[src/rtl/mips_cpu_pkg.sv]
// Shared types and constants for the MIPS CPU memory-side units.
// Fetch FSM states, fetch error codes and bus word geometry.
package mips_cpu_pkg;

    typedef enum logic [1:0] {
        IDLE = 2'd0,
        REQ  = 2'd1,
        HOLD = 2'd2,
        ERR  = 2'd3
    } fetch_state_t;

    typedef enum logic [1:0] {
        ERR_NONE     = 2'd0,
        ERR_MISALIGN = 2'd1,
        ERR_TIMEOUT  = 2'd2
    } fetch_err_t;

    localparam int WORD_BYTES = 4;

endpackage

[src/rtl/mips_cpu_byte_swap.sv]
// Combinational 32-bit byte-order reversal, bypassed when EN=0.
// Shared by the instruction fetch and data-memory paths.
module mips_cpu_byte_swap #(
    parameter bit EN = 1'b1
) (
    input  logic [31:0] data_i,
    output logic [31:0] data_o
);

    if (EN) begin : g_swap
        assign data_o = {data_i[7:0], data_i[15:8],
                         data_i[23:16], data_i[31:24]};
    end else begin : g_pass
        assign data_o = data_i;
    end

endmodule

[src/rtl/mips_cpu_fetch_unit.sv]
// Instruction fetch: one Avalon-MM word read per request, then a
// valid/ready hand-off to the instruction register.
module mips_cpu_fetch_unit
    import mips_cpu_pkg::*;
#(
    parameter bit BYTE_SWAP      = 1'b1,
    parameter int TIMEOUT_CYCLES = 255
) (
    input  logic        clk,
    input  logic        rst_n,
    input  logic        fetch_req,
    input  logic [31:0] pc,
    output logic [31:0] avm_address,
    output logic        avm_read,
    output logic [3:0]  avm_byteenable,
    input  logic        avm_waitrequest,
    input  logic [31:0] avm_readdata,
    output logic [31:0] instr_word,
    output logic        instr_valid,
    input  logic        instr_ready,
    output logic        busy,
    output logic        fetch_error,
    output logic [1:0]  error_code
);

    localparam int CW = (TIMEOUT_CYCLES > 0) ?
                        $clog2(TIMEOUT_CYCLES + 1) : 1;
    localparam logic [CW-1:0] TMO = CW'(TIMEOUT_CYCLES);
    localparam int AW = $clog2(WORD_BYTES);

    fetch_state_t  state_q;
    fetch_err_t    code_q;
    logic [31:0]   addr_q;
    logic [31:0]   instr_q;
    logic          read_q;
    logic          valid_q;
    logic          err_q;
    logic [CW-1:0] cnt_q;
    logic [CW-1:0] cnt_d;
    logic [31:0]   rd_swapped;

    mips_cpu_byte_swap #(
        .EN (BYTE_SWAP)
    ) u_swap (
        .data_i (avm_readdata),
        .data_o (rd_swapped)
    );

    assign cnt_d = cnt_q + 1'b1;

    always_ff @(posedge clk) begin
        if (!rst_n) begin
            state_q <= IDLE;
            code_q  <= ERR_NONE;
            addr_q  <= '0;
            instr_q <= '0;
            read_q  <= 1'b0;
            valid_q <= 1'b0;
            err_q   <= 1'b0;
            cnt_q   <= '0;
        end else begin
            unique case (state_q)
                IDLE: begin
                    if (fetch_req) begin
                        if (pc[AW-1:0] != '0) begin
                            state_q <= ERR;
                            err_q   <= 1'b1;
                            code_q  <= ERR_MISALIGN;
                        end else begin
                            state_q <= REQ;
                            addr_q  <= pc;
                            read_q  <= 1'b1;
                            cnt_q   <= '0;
                        end
                    end
                end
                REQ: begin
                    if (!avm_waitrequest) begin
                        state_q <= HOLD;
                        instr_q <= rd_swapped;
                        valid_q <= 1'b1;
                        read_q  <= 1'b0;
                    end else begin
                        cnt_q <= cnt_d;
                        // A zero limit means wait forever.
                        if (TIMEOUT_CYCLES != 0 && cnt_d == TMO) begin
                            state_q <= ERR;
                            read_q  <= 1'b0;
                            err_q   <= 1'b1;
                            code_q  <= ERR_TIMEOUT;
                        end
                    end
                end
                HOLD: begin
                    if (instr_ready) begin
                        state_q <= IDLE;
                        valid_q <= 1'b0;
                        cnt_q   <= '0;
                    end
                end
                ERR: begin
                    read_q <= 1'b0;
                end
                default: state_q <= IDLE;
            endcase
        end
    end

    assign avm_address    = addr_q;
    assign avm_read       = read_q;
    assign avm_byteenable = read_q ? 4'hF : 4'h0;
    assign instr_word     = instr_q;
    assign instr_valid    = valid_q;
    assign busy           = (state_q != IDLE);
    assign fetch_error    = err_q;
    assign error_code     = code_q;

endmodule

[config.mk]
export PLATFORM = sky130hd
export DESIGN_NAME = mips_cpu_fetch_unit
export DESIGN_NICKNAME = d
export VERILOG_FILES = /design/src/rtl/mips_cpu_pkg.sv /design/src/rtl/mips_cpu_byte_swap.sv /design/src/rtl/mips_cpu_fetch_unit.sv
export SDC_FILE = /design/constraint.sdc
export NUM_CORES = 1
export LEC_CHECK = 0
export CORE_MARGIN = 2
export CORE_UTILIZATION = 30
export DETAILED_ROUTE_END_ITERATION = 8
export PLACE_DENSITY = 0.7
export SLEW_MARGIN = 20
export SYNTH_ARGS = -nofsm -noshare
export SYNTH_HDL_FRONTEND = slang
export SYNTH_SLANG_ARGS = --single-unit
[constraint.sdc]
create_clock -name clk -period 4.1 [get_ports clk]
set_input_delay 0.82 -clock clk [delete_from_list [all_inputs] [get_ports clk]]
set_output_delay 0.82 -clock clk [all_outputs]
set_load 0.005 [all_outputs]
==> impl_results.md, run 1 <==
* Area leader, netlist: dfxtp_1
* Cell Chain, Critical Path: clkdlybuf4s50_1 -> or3b_1 -> a2111o_1 -> nor3_1 -> a21o_1 -> a22oi_1 -> nor2b_1
* Final WL at 8610 µm
* Avg Cell Area, Syn at 8.32 µm²
* Crit-path max FO at 15
* Share of cells above drive strength 1 at 0.0561
* Worst Path Required at 4.39 ns
* Die X at approximately 110 µm
* DRT Pass-1 Iters at 4
* I/O pin count at 143
* VDD IR max at approximately 160 µV
* Critical Path End Type: flip-flop
* Core area at 10,800 µm²
* Seq/Total Area, Yosys at 0.474
* Fillers at 1,077
* Vias/cell at approximately 4.6
* WL met1 at 3620 µm
* Reg2reg path depth at 8
* Routed len/inst at 12.8 µm
* Net count after synthesis at ~480
* Post-cts resize count at 0
* Final worst path period need at 2.69 ns
* Slowest stage delay, CP at about 0.66 ns
* Placer Congestion at 0.822
* Worst slew pin tran at 0.662 ns
* Gr ovfl total at 0
* Worst hold path type: reg -> reg
* Max_slew headroom at 0.559
* Worst reg2reg setup slack at 1.73 ns
* Largest net degree at the start of global routing at 44
* First DRT Iteration DRCs at about 160
* CP startpoint kind: input pin
* Clk_lat worst skew at 0.36 ns
* Crit share post-route at 0.656
* Stages on the worst setup path at 7
* Fmax at between 0.3 and 0.4 GHz
* Total Routing Usage GR at 0.146
* Sequential cell area at about 1600 µm²
* DP Wirelength at 6060 µm
* RSZ-0062 raised after global routing: no
* R2R Path Start: state_q[1]$_SDFFE_PN0P_
* Root buf cell: clkbuf_8
* Inst Count DP at 659
* CTS Sinks at 79
* Met2 wire length at 4120 µm
* Clock slew at reported path FFs at 0.09 ns
* Top post-synthesis cells by area: dfxtp_1 (47%), nand2_1 (15%), a21boi_0 (14%), ha_1 (2.6%), clkbuf_1 (2.4%)
* CTS tree: yes
* CP Buf/Inv Count at 1
* Postcts setup bufs at 0
* Highest Signal Layer: met4
* Critical path class: in -> reg
* Synthesized flop and latch total at approximately 80
* Htree depth at 3
* Slew Limit Fails at 0
* Count of input and output buffers at 142
* CP Capture Point: cnt_q[3]$_SDFFE_PN0P_
* Global-route wire length before repair at 14,100 µm
* Top cell type's share of synthesized area at 0.474
* Worst-path cell with the longest stage delay: a2111o_1
* Num CTS Buffers at 9
* Outcome: complete, no violations
* CP delay by family, top: compound AO/OA/AOI/OAI gates
* Core Util, Final at 0.463
* Worst reg2reg path endpoint: cnt_q[4]$_SDFFE_PN0P_
* Nets at 606
* # DRC at 0
* Final setup fails at 0
* Multi-input gate area at 1600 µm²
* Yosys cell types at 41
* Worst hold path depth at 2
* Post-synthesis cell count at 401
* PD cells at 403 nW/µm²
* Dominant register cell in the synthesized netlist: dfxtp_1
* Post-Syn Area at 3340 µm²
* Bufs on Longest Clock Path at 2
* Setup Skew at a little over 0.01 ns
* Asr flop ratio synth at 0
* P&R area growth vs syn at 50.6%
* Vias in the first global route at just over 3,000
* EDFF count, synth at 0
* Hold-fix buffers, CTS at 0
* Site Rows at 38
* Initial antenna violation count at 0
* N_diodes at 0
* Total number of vias at 3,133
* Pleak at 1.76 nW
* Initial Util at 0.308
* Max Cap Viol at 0
* Crit path from: fetch_req
* Final hold vios at 0
* Fin Setup TNS at 0 ns
* Final std cells w/o fill at 675
* Post-route ant nets at 0
* Die area at 12,000 µm²
* Synthesis Warnings at 0
* Met3 wire len at around 740 µm
* Critical path data arrival time at 2.98 ns
* Die height at 109 µm
-- kinds of logic (layout without fill, tap and decap cells) --
group                    after synthesis  count (layout)  synth area share
AO/OA/AOI/OAI                         95              95             0.206
XOR/XNOR                               1               1           0.00263
adder cells (fa/ha/maj)                7               7            0.0263
buffers and inverters                 35             169            0.0476
flip-flops                            79              79             0.474
multiplexers                           1               1           0.00300
AND/OR/NAND/NOR                      183             183             0.240
-- metrics by stage --
step           setup WS, ns  area, µm²  hold slack [ns]  power (mW)
6_report               1.41       5020            0.468        2.02
5_1_grt                1.33       5020            0.493        2.16
4_1_cts                1.43       5020            0.473        2.06
3_5_place_dp           1.06       4840            0.459        1.49
3_3_place_gp           1.16       4840            0.449        1.47
2_1_floorplan          1.89       3340            0.460        1.21
-- report_power, final --
| part | switching [mW] | internal [mW] |
|---|---|---|
| combinational | 0.273 | 0.296 |
| clock | 0.323 | 0.235 |
| sequential | 0.0511 | 0.846 |
-- how the worst min path moves through the flow --
| stage | start | slack [ns] | end |
|---|---|---|---|
| floorplan | instr_word[1]$_SDFFE_PN0P_ | 0.46 | instr_word[1]$_SDFFE_PN0P_ |
| CTS | avm_address[21]$_SDFFE_PN0P_ | 0.47 | avm_address[21]$_SDFFE_PN0P_ |
| global placement | avm_address[7]$_SDFFE_PN0P_ | 0.45 | avm_address[7]$_SDFFE_PN0P_ |
| global route | instr_word[0]$_SDFFE_PN0P_ | 0.49 | instr_word[0]$_SDFFE_PN0P_ |
| finish | avm_address[24]$_SDFFE_PN0P_ | 0.47 | avm_address[24]$_SDFFE_PN0P_ |
| detailed placement | avm_address[15]$_SDFFE_PN0P_ | 0.46 | avm_address[15]$_SDFFE_PN0P_ |
-- placed cells by master (no fill, tap or decap), types with 4 or more instances in the layout --
master and instances:
buf_4 5, nand3_1 6, a22oi_1 5, dfxtp_1 79, nand2b_1 4, inv_1 5, a21boi_0 62, nand2_1 137
clkbuf_8 9, clkdlybuf4s50_1 141, nor3_1 5, nor2_1 5, nor2b_1 8, a21oi_1 4, o21ai_0 8, ha_1 7
-- final cells by class --
type / instances / share of cell area
clock buffers: 9 / 0.0247
clock inverters: 7 / 0.0125
repair buffers: 147 / 0.289
multi-input cells: 287 / 0.319
inverters: 6 / 0.00473
well taps: 140 / 0.0349
flip-flops and latches: 79 / 0.315
-- flip-flops by register name, indices dropped and copies added (netlist names) --
signal / count
state_q: 2
error_code: 2
avm_address: 32
fetch_error: 1
instr_valid: 1
cnt_q: 8
instr_word: 32
avm_read: 1
-- cell usage after synthesis (2+ instances only) --
cell / number
inv_1: 5
a22oi_1: 5
nor2_1: 5
nand3_1: 6
and3_1: 3
ha_1: 7
dfxtp_1: 79
a21o_1: 3
nor2b_1: 9
a21oi_1: 4
buf_1: 2
buf_4: 5
nand4_1: 3
nand2_1: 137
o21ai_1: 2
o21ai_0: 8
nand2b_1: 4
a21boi_1: 3
a21boi_0: 62
nor3_1: 6
or3b_1: 2
clkbuf_1: 21
o21a_1: 2
-- tightest hold or removal path: stages (launching register included) --
cell and delay, ns:
dfxtp_1 0.32, nand2_1 0.05, a21boi_0 0.06
-- routing by layer --
layer	up-vias	track usage
met5	-	0
li1	1578	-
met2	103	0.244
met3	13	0.0575
met1	1439	0.171
met4	0	0.0488
Note: power is estimated with default switching activity, not from simulation.
==> inputs of run 2 (changes only) <==
clock period = 2.5 ns   (was 4.1 ns; I/O delays follow)
==> run 2 against run 1 <==
Effect of this change: routed wire length shrank 0.89%; register-to-register slack lost 1.3 ns; setup slack worse by 1.1 ns; clock power increased by 86%; largest cell class unchanged; combinational power is 69% higher; via count is 0.86% higher; hold slack got worse by 0.0032 ns.
==> impl_results.md, run 2 (synthesized netlist as in run 1, its figures left out) <==
* Outcome: complete, no violations
* Grt peak-use layer: met2
* Initial antenna violation count at 0 (unchanged)
* Site Rows at 38 (unchanged)
* Worst Path Required at 2.00 ns (-2.39 ns)
* HP Start: instr_word[12]$_SDFFE_PN0P_
* Final hold vios at 0 (unchanged)
* Setup Skew at 0.00309 ns (-0.00721 ns)
* Worst hold path type: reg -> reg
* Vias/cell at 4.65 (+0.12%)
* Fillers at 1,090 (+1.2%)
* Place WS at 0.00264 ns (-1.06 ns)
* CP dominant cell by count: inv_1
* PD cells at 680 nW/µm² (+69%)
* Inst Count DP at 664 (+0.76%)
* Cell Chain, Critical Path: inv_1 -> ha_1 -> inv_1 -> clkdlybuf4s50_1
* DP Wirelength at 6170 µm (+1.8%)
* Final WL at 8540 µm (-0.89%)
* Vias in the first global route at 3,077 (-0.23%)
* Post-cts resize count at 0 (unchanged)
* Share of cells above drive strength 1 at 0.0648 (+0.00874)
* Die area at 12,000 µm² (unchanged)
* # DRC at 0 (unchanged)
* Total power at 3.47 mW (+72%)
* Post-route ant nets at 0 (unchanged)
* RSZ-0062 raised after global routing: no
* Total number of vias at 3,160 (+0.86%)
* Slew Limit Fails at 0 (unchanged)
* Total Routing Usage GR at 0.147 (+0.000747)
* Critical path class: reg -> out
* Worst slew pin tran at 0.698 ns (+0.0358 ns)
* Gate power share at 0.276 (-0.005)
* Commonest cells after routing, fill and taps aside: clkdlybuf4s50_1 (141), nand2_1 (137), dfxtp_1 (79)
* Setup ws final at 0.270 ns (-1.14 ns)
* Switch Pwr at 0.991 mW (+53%)
* Bufs on Longest Clock Path at 2 (unchanged)
* Postcts setup bufs at 0 (unchanged)
* Pleak at 1.80 nW (+2.6%)
* Post-route cell area at 5110 µm² (+1.7%)
* Dpl cell area at 4890 µm² (+1.0%)
* Root buf cell: clkbuf_8
* Final worst path period need at 2.23 ns
* Hold WS at 0.465 ns (-0.00320 ns)
* VDD IR max at 292 µV (+81%)
* Flop pwr share at 0.423 (-0.020)
* Gr ovfl total at 0 (unchanged)
* Final setup fails at 0 (unchanged)
* M2 GR Usage at 0.245 (+0.000441)
* Crit share post-route at 0.892
* Placer Congestion at 0.788 (-4.2%)
* First DRT Iteration DRCs at 107 (-33%)
* Clock slew at reported path FFs at 0.08 ns (about the same)
* P&R area growth vs syn at 53.2%
* R2R Path Start: cnt_q[0]$_SDFFE_PN0P_
* Final std cells w/o fill at 680 (+0.74%)
* N_diodes at 0 (unchanged)
* Max Cap Viol at 0 (unchanged)
* Die height at 109 µm (unchanged)
* CTS Sinks at 79 (unchanged)
* DRT Pass-1 Iters at 4 (unchanged)
* Num CTS Buffers at 9 (unchanged)
* CP startpoint kind: flip-flop
* Commonest non-fill, non-tap cell in the layout: clkdlybuf4s50_1
* CP delay by family, top: buffers and inverters
* Die X at 109 µm (unchanged)
* Critical Path End Type: output port
* Routed len/inst at 12.6 µm (-1.6%)
* Fmax at 0.448 GHz
* Met3 GRT Util at 0.0605 (+0.00296)
* CP Buf/Inv Count at 3 (+2)
* Slowest stage delay, CP at 0.51 ns (-0.15 ns)
* Crit path from: state_q[0]$_SDFFE_PN0P_
* Core area at 10,800 µm² (unchanged)
* Int Power at 2.48 mW (+80%)
* Worst-path cell with the longest stage delay: clkdlybuf4s50_1
* Initial Util at 0.308 (unchanged)
* Largest net degree at the start of global routing at 46 (+4.5%)
* Count of input and output buffers at 142 (unchanged)
* Net Sw Frac at 0.285 (-0.0345)
* Clock network power share at 0.301 (+0.025)
* Crit-path max FO at 5 (-10)
* Htree depth at 3 (unchanged)
* Critical path data arrival time at 1.73 ns (-1.25 ns)
* I/O pin count at 143 (unchanged)
* Core Util, Final at 0.471 (+0.00785)
* Fin Setup TNS at 0 ns (unchanged)
* Hold-fix buffers, CTS at 0 (unchanged)
* Clk_lat worst skew at 0.34 ns (-0.02 ns)
* Global-route wire length before repair at 14,100 µm (+0.19%)
* Nets at 611 (+0.83%)
* CTS tree: yes
* Max_slew headroom at 0.535 (-0.0239)
* Met1 Track Usage GR at 0.171 (-0.000364)
==> run 2: cell count changes in the layout (fill, tap and decap cells not counted), moves of 2 or more <==
cell	change
inv_6	-3
inv_8	-2
clkinv_2	+2
bufinv_16	+2
buf_4	+4
==> run 2: path summary, 6_finish.rpt <==
| check | to | slack (ns) | cells after the start |
|---|---|---|---|
| worst min-delay path | instr_word[12]$_SDFFE_PN0P_ | 0.46 | 2 |
| worst min register to register | instr_word[12]$_SDFFE_PN0P_ | 0.46 | 2 |
| worst max register to register | state_q[1]$_SDFFE_PN0P_ | 0.42 | 7 |
| worst max-delay path | busy | 0.27 | 4 |
==> run 2: per-layer routing <==
metal | vias to the layer above | wire length, µm
li1 | 1591 | -
met1 | 1472 | 3620
met2 | 89 | 4040
met3 | 8 | 764
met4 | 0 | 112
met5 | - | 0
==> run 2: layout make-up <==
| class | instances | area, µm² | share of cell area |
|---|---|---|---|
| Tap cell | 140 | 175 | 0.0343 |
| Clock buffer | 10 | 138 | 0.0269 |
| Clock inverter | 6 | 83.8 | 0.0164 |
| Sequential cell | 79 | 1580 | 0.310 |
| Multi-Input combinational cell | 287 | 1600 | 0.314 |
| Inverter | 6 | 23.8 | 0.00465 |
| Timing Repair Buffer | 152 | 1500 | 0.294 |
==> run 2: tightest hold or removal path, delay by kind of cell, from the launching register on <==
kind | cells | cell delay, ns
and+or+nand+nor | 1 | 0.05
AOI/OAI and AO/OA | 1 | 0.06
DFF | 1 | 0.31
==> run 2: power by group through the flow <==
stage	clock (mW)	sequential (mW)	combinational, mW
global route	1.15	1.49	1.07
floorplan	0	1.50	0.483
detailed placement	0	1.50	0.970
CTS	1.09	1.47	0.972
global placement	0	1.49	0.949
finish	1.04	1.47	0.959
